### src/rtl/bitrev_job_ctrl.sv
// rtl/bitrev_job_ctrl.sv - bit-reversal job sequencer: input FIFO -> core stream -> result drain -> output FIFO
module bitrev_job_ctrl #(
    parameter int DATA_WIDTH = 32,
    parameter int MAX_WORDS  = 4,
    parameter int CNT_W      = 3,
    parameter int TIMEOUT    = 1024
) (
    input  logic                  clk,
    input  logic                  rst,
    input  logic                  start,
    input  logic [CNT_W-1:0]      num_words,
    output logic                  busy,
    output logic                  irq,
    output logic                  err,
    input  logic                  in_empty,
    input  logic [DATA_WIDTH-1:0] in_data,
    output logic                  in_rd,
    output logic [DATA_WIDTH-1:0] m_tdata,
    output logic                  m_tvalid,
    output logic                  m_tlast,
    input  logic                  m_tready,
    input  logic                  res_done,
    output logic                  res_read,
    input  logic [DATA_WIDTH-1:0] res_data,
    input  logic                  out_full,
    output logic                  out_wr,
    output logic [DATA_WIDTH-1:0] out_data
);

    localparam int WAIT_W = (TIMEOUT > 2) ? $clog2(TIMEOUT) : 1;
    localparam logic [WAIT_W-1:0] WAIT_LAST = WAIT_W'(TIMEOUT - 1);
    localparam logic [CNT_W-1:0]  MAX_LEN   = CNT_W'(MAX_WORDS);

    typedef enum logic [2:0] {
        S_IDLE,
        S_STREAM,
        S_WAIT_DONE,
        S_DRAIN,
        S_COMPLETE,
        S_ERROR
    } state_t;

    state_t             state;
    state_t             next_state;
    logic [CNT_W-1:0]   len;
    logic [CNT_W-1:0]   sent_cnt;
    logic [CNT_W-1:0]   rd_cnt;
    logic [WAIT_W-1:0]  wait_cnt;
    logic               pending;
    logic               err_q;
    logic               accept;
    logic               xfer;

    always_comb begin
        next_state = state;
        accept     = 1'b0;
        xfer       = 1'b0;
        m_tvalid   = 1'b0;
        m_tlast    = 1'b0;
        in_rd      = 1'b0;
        res_read   = 1'b0;
        out_wr     = 1'b0;
        case (state)
            S_IDLE: begin
                if (start) begin
                    accept = 1'b1;
                    if (num_words == '0 || num_words > MAX_LEN) begin
                        next_state = S_ERROR;
                    end else begin
                        next_state = S_STREAM;
                    end
                end
            end
            S_STREAM: begin
                m_tvalid = !in_empty;
                m_tlast  = m_tvalid && (sent_cnt == len - CNT_W'(1));
                xfer     = m_tvalid && m_tready;
                in_rd    = xfer;
                if (xfer && m_tlast) begin
                    next_state = S_WAIT_DONE;
                end
            end
            S_WAIT_DONE: begin
                // A done seen on the final allowed cycle still counts as success.
                if (res_done) begin
                    next_state = S_DRAIN;
                end else if (wait_cnt == WAIT_LAST) begin
                    next_state = S_ERROR;
                end
            end
            S_DRAIN: begin
                res_read = !pending && (rd_cnt < len);
                out_wr   = pending && !out_full;
                if (rd_cnt == len && !pending) begin
                    next_state = S_COMPLETE;
                end
            end
            S_COMPLETE: next_state = S_IDLE;
            S_ERROR:    next_state = S_IDLE;
            default:    next_state = S_IDLE;
        endcase
    end

    always_ff @(posedge clk or posedge rst) begin
        if (rst) begin
            state    <= S_IDLE;
            len      <= '0;
            sent_cnt <= '0;
            rd_cnt   <= '0;
            wait_cnt <= '0;
            pending  <= 1'b0;
            err_q    <= 1'b0;
        end else begin
            state <= next_state;
            if (accept) begin
                len      <= num_words;
                sent_cnt <= '0;
                rd_cnt   <= '0;
                wait_cnt <= '0;
                pending  <= 1'b0;
                err_q    <= 1'b0;
            end
            if (xfer) begin
                sent_cnt <= sent_cnt + CNT_W'(1);
            end
            if (state == S_WAIT_DONE) begin
                wait_cnt <= wait_cnt + WAIT_W'(1);
            end
            // Only one read is ever in flight, so res_data stays put across out_full stalls.
            if (res_read) begin
                pending <= 1'b1;
                rd_cnt  <= rd_cnt + CNT_W'(1);
            end else if (out_wr) begin
                pending <= 1'b0;
            end
            if (next_state == S_ERROR) begin
                err_q <= 1'b1;
            end
        end
    end

    assign busy     = (state == S_STREAM) || (state == S_WAIT_DONE) || (state == S_DRAIN);
    assign irq      = (state == S_COMPLETE) || (state == S_ERROR);
    assign err      = err_q;
    assign m_tdata  = in_data;
    assign out_data = res_data;

endmodule
### config.mk
export PLATFORM = sky130hd
export DESIGN_NAME = bitrev_job_ctrl
export DESIGN_NICKNAME = d
export VERILOG_FILES = /design/src/rtl/bitrev_job_ctrl.sv
export SDC_FILE = /design/constraint.sdc
export NUM_CORES = 1
export LEC_CHECK = 0
export ABC_AREA = 1
export ABC_CLOCK_PERIOD_IN_PS = 2000
export CAP_MARGIN = 20
export CORE_MARGIN = 4
export CORE_UTILIZATION = 34
export DETAILED_ROUTE_END_ITERATION = 10
export PLACE_DENSITY = 0.87
export REMOVE_ABC_BUFFERS = 1
export SYNTH_ARGS = -nofsm -noshare
export SYNTH_HDL_FRONTEND = slang
export SYNTH_SLANG_ARGS = --single-unit
### constraint.sdc
create_clock -name clk -period 2 [get_ports clk]
set_clock_uncertainty 0.05 [all_clocks]
set_input_delay 0.3 -clock clk [delete_from_list [all_inputs] [get_ports clk]]
set_output_delay 0.3 -clock clk [all_outputs]
set_load 0.05 [all_outputs]
==> flow_summary.json <==
{
  "crit_path_cell_trace": "inv_2 -> ha_1 -> nand2_1 -> nor2_1 -> nor4_2 -> nand2_1 -> inv_2 -> buf_12",
  "ys_ff_latch": 24,
  "worstSetupStartpointType": "flop",
  "leakage_nw": 0.9049,
  "p_int_w": 0.001276,
  "num_antenna_cells": 0,
  "drt-vias-per-instance": 4.969,
  "wl_um": 5856,
  "cp_slowest_stage_delay_ns": 0.37,
  "wire_per_inst_um": 20.40,
  "synth_top_area_frac": 0.3156,
  "hold_viol": 0,
  "ys.flop_type": "dfrtp_1",
  "r2r_setup_slack_ns": 0.26,
  "switching_share": 0.4223,
  "max_freq_mhz": 500.8,
  "critPathArrivalTime_ns": 1.65,
  "htree_num_levels": 1,
  "hp-class": "in2async",
  "use_met3": 0.1129,
  "grt_usage": 0.1688,
  "synthToLayoutAreaGrowth_pct": -0.9204,
  "use_met1": 0.1743,
  "worstReg2RegEnd": "rd_cnt[0]",
  "placed_cell_area_um2": 1743,
  "drv_cap": 0,
  "cts_buffer_depth": 2,
  "fin_setup_tns_ns": 0,
  "synth_cells": 254,
  "synth-edff-count": 0,
  "design.die.area_um2": 6858,
  "grt_pass1_wl_um": 8673,
  "path_buf_inv": 3,
  "regArea_um2": 600.6,
  "gr-max-usage-layer": "met2",
  "cts-hold-fix-buffers": 0,
  "status": "completed",
  "slowest_stage": "dfrtp_1",
  "final_layout_size_suffix_gt1_frac": 0.1705,
  "slew_headroom": 0.6650,
  "netlist.top_cell.by_area": "dfrtp_1",
  "synth-seq-area-share": 0.3156,
  "async_reset_ff_frac": 1.000,
  "critPathTopFamily": "simple AND/OR/NAND/NOR gates",
  "cts_made_buffers": 3,
  "critPathCaptureType": "primary output",
  "drv_slew": 0,
  "synth.most_common_cell": "buf_4",
  "final_cell_count_no_fill": 287,
  "synth_area_leaders": "dfrtp_1, buf_4, nand2_1, inv_1, nand3_1",
  "first_pass_iters": 6,
  "drt_iter0_markers": 167,
  "insertion_delay_ns": 0.27,
  "grt-ovfl-total": 0,
  "min_period_over_period": 0.9984,
  "multi_input_area_um2": 724.4,
  "netlist_area_um2": 1903,
  "drtAntennaViolNets": 0,
  "antenna_found_initial": 0,
  "core_area_um2": 5270,
  "yosysUniqueCellTypes": 24,
  "finalInstanceArea_um2": 1886,
  "io_pins": 146,
  "yosysWarnings": 0,
  "avgSynthCellArea_um2": 7.492,
  "peakVddDrop_v": 0.0005554,
  "grt_pass1_vias": 1391,
  "p_clk_frac": 0.191,
  "hold_slack_ns": 0.3154,
  "grt_setup_unrepaired": "yes",
  "fin_crit_ns": 1.997,
  "use_met2": 0.2413,
  "worstMarginPinSlew_ns": 0.5009,
  "fp-row-count": 26,
  "crit_start": "len[1]",
  "cts_tree": "done",
  "io_buffer_count": 17,
  "place_inst": 279,
  "worst_r2r_path_depth": 10,
  "reg2reg_from": "len[1]",
  "initial_utilization": 0.3611,
  "place_hpwl_um": 4751,
  "globalplace.congestion": 0.8619,
  "grt_max_degree": 25,
  "die_h_um": 82.82,
  "vias": 1426,
  "pwr-share-comb": 0.490,
  "power_density_nw_per_um2": 1171,
  "cp_max_fo": 2,
  "p_seq_frac": 0.319,
  "required_ns": 1.65,
  "clock-root-buffer": "clkbuf_8",
  "die_w_um": 82.82,
  "finalSetupViolations": 0,
  "cts_sinks": 24,
  "power_w": 0.002209,
  "path_clk_slew_ns": 0.09,
  "fin_nets": 299,
  "fillerInstances": 521,
  "drc": 0,
  "crit_type": "reg2out",
  "synth.cells.most_frequent": "buf_4, nand2_1, inv_1",
  "netSwitchingPower_w": 0.0009328
}
==> metrics by stage <==
step | setup slack [ns] | util
after global routing | -0.1589 | 0.3578
final | 0.003198 | 0.3578
after CTS | 0.001696 | 0.3568
after global placement | 0.2213 | 0.3307
after detailed placement | 0.1370 | 0.3307
after floorplan | -0.07187 | -
==> final cells by class <==
type / instances / area share
clock buffers: 3 / 0.02190
flip-flops and latches: 24 / 0.3185
repair buffers: 24 / 0.1420
well taps: 70 / 0.04645
clock inverters: 1 / 0.01593
inverters: 35 / 0.07100
multi-input cells: 130 / 0.3842
==> layout by cell type, fill, tap and decap left out <==
cell / instances
nor3_1: 1
bufinv_16: 1
inv_2: 8
o21ai_0: 18
ha_1: 5
buf_4: 9
nor2_1: 12
nor3_4: 2
clkdlybuf4s50_1: 10
inv_1: 26
buf_12: 5
a21oi_1: 6
xnor2_1: 2
o22ai_1: 2
nor4_2: 1
ha_4: 2
xor2_1: 1
nand2_1: 47
nand4_1: 3
nand3_2: 1
nor2_2: 3
o31ai_1: 2
inv_4: 1
a31oi_1: 1
nand3_1: 19
dfrtp_1: 24
clkbuf_8: 3
o211ai_1: 1
nor3_2: 1
==> sequential cells by signal, indices dropped and copies added (netlist names) <==
signal and flops:
wait_cnt 10, pending 1, rd_cnt 3, len 3
sent_cnt 3, err 1, state 3
==> worst register-to-register path: stages (launching register included) <==
cell,delay [ns]
dfrtp_1,0.37
inv_2,0.07
ha_1,0.31
nand2_1,0.09
nor2_1,0.05
nor4_2,0.16
nand2_1,0.12
buf_4,0.14
buf_4,0.14
nand3_1,0.06
o21ai_0,0.08
==> worst max-delay path by stage <==
stage / to / slack, ns / cells after the start
after floorplan: out_wr / -0.07 / 3
after global placement: res_read / 0.22 / 8
after detailed placement: res_read / 0.14 / 8
after CTS: res_read / 0.002 / 8
after global routing: res_read / -0.16 / 8
final: res_read / 0.003 / 8
==> power by group through the flow <==
stage,clock [W],combinational (W),sequential (W)
finish,0.000421,0.00108,0.000704
global route,0.000452,0.00121,0.000723
CTS,0.000435,0.00107,0.000699
detailed placement,0,0.000956,0.000714
global placement,0,0.000934,0.000707
floorplan,0,0.000623,0.000715
==> what timing repair did <==
action | CTS | global route
setup buffers | 4 | 0
resized for setup | 9 | 4
setup endpoints to repair | 2 | 4
pin swaps | 3 | 0
==> layer usage <==
layer  share of wire  vias up
li1                -      669
met1            0.36      617
met2            0.41      112
met3            0.16       28
met4           0.071        0
met5               0        -
==> cells by family after synthesis <==
group,Yosys count,synth area share
compound gates,30,0.08482
xor+xnor,3,0.01381
fa+ha+maj,7,0.04602
buf+inv,100,0.3254
flops,24,0.3156
simple gates,90,0.2143
(Power assumes the default switching activity.)
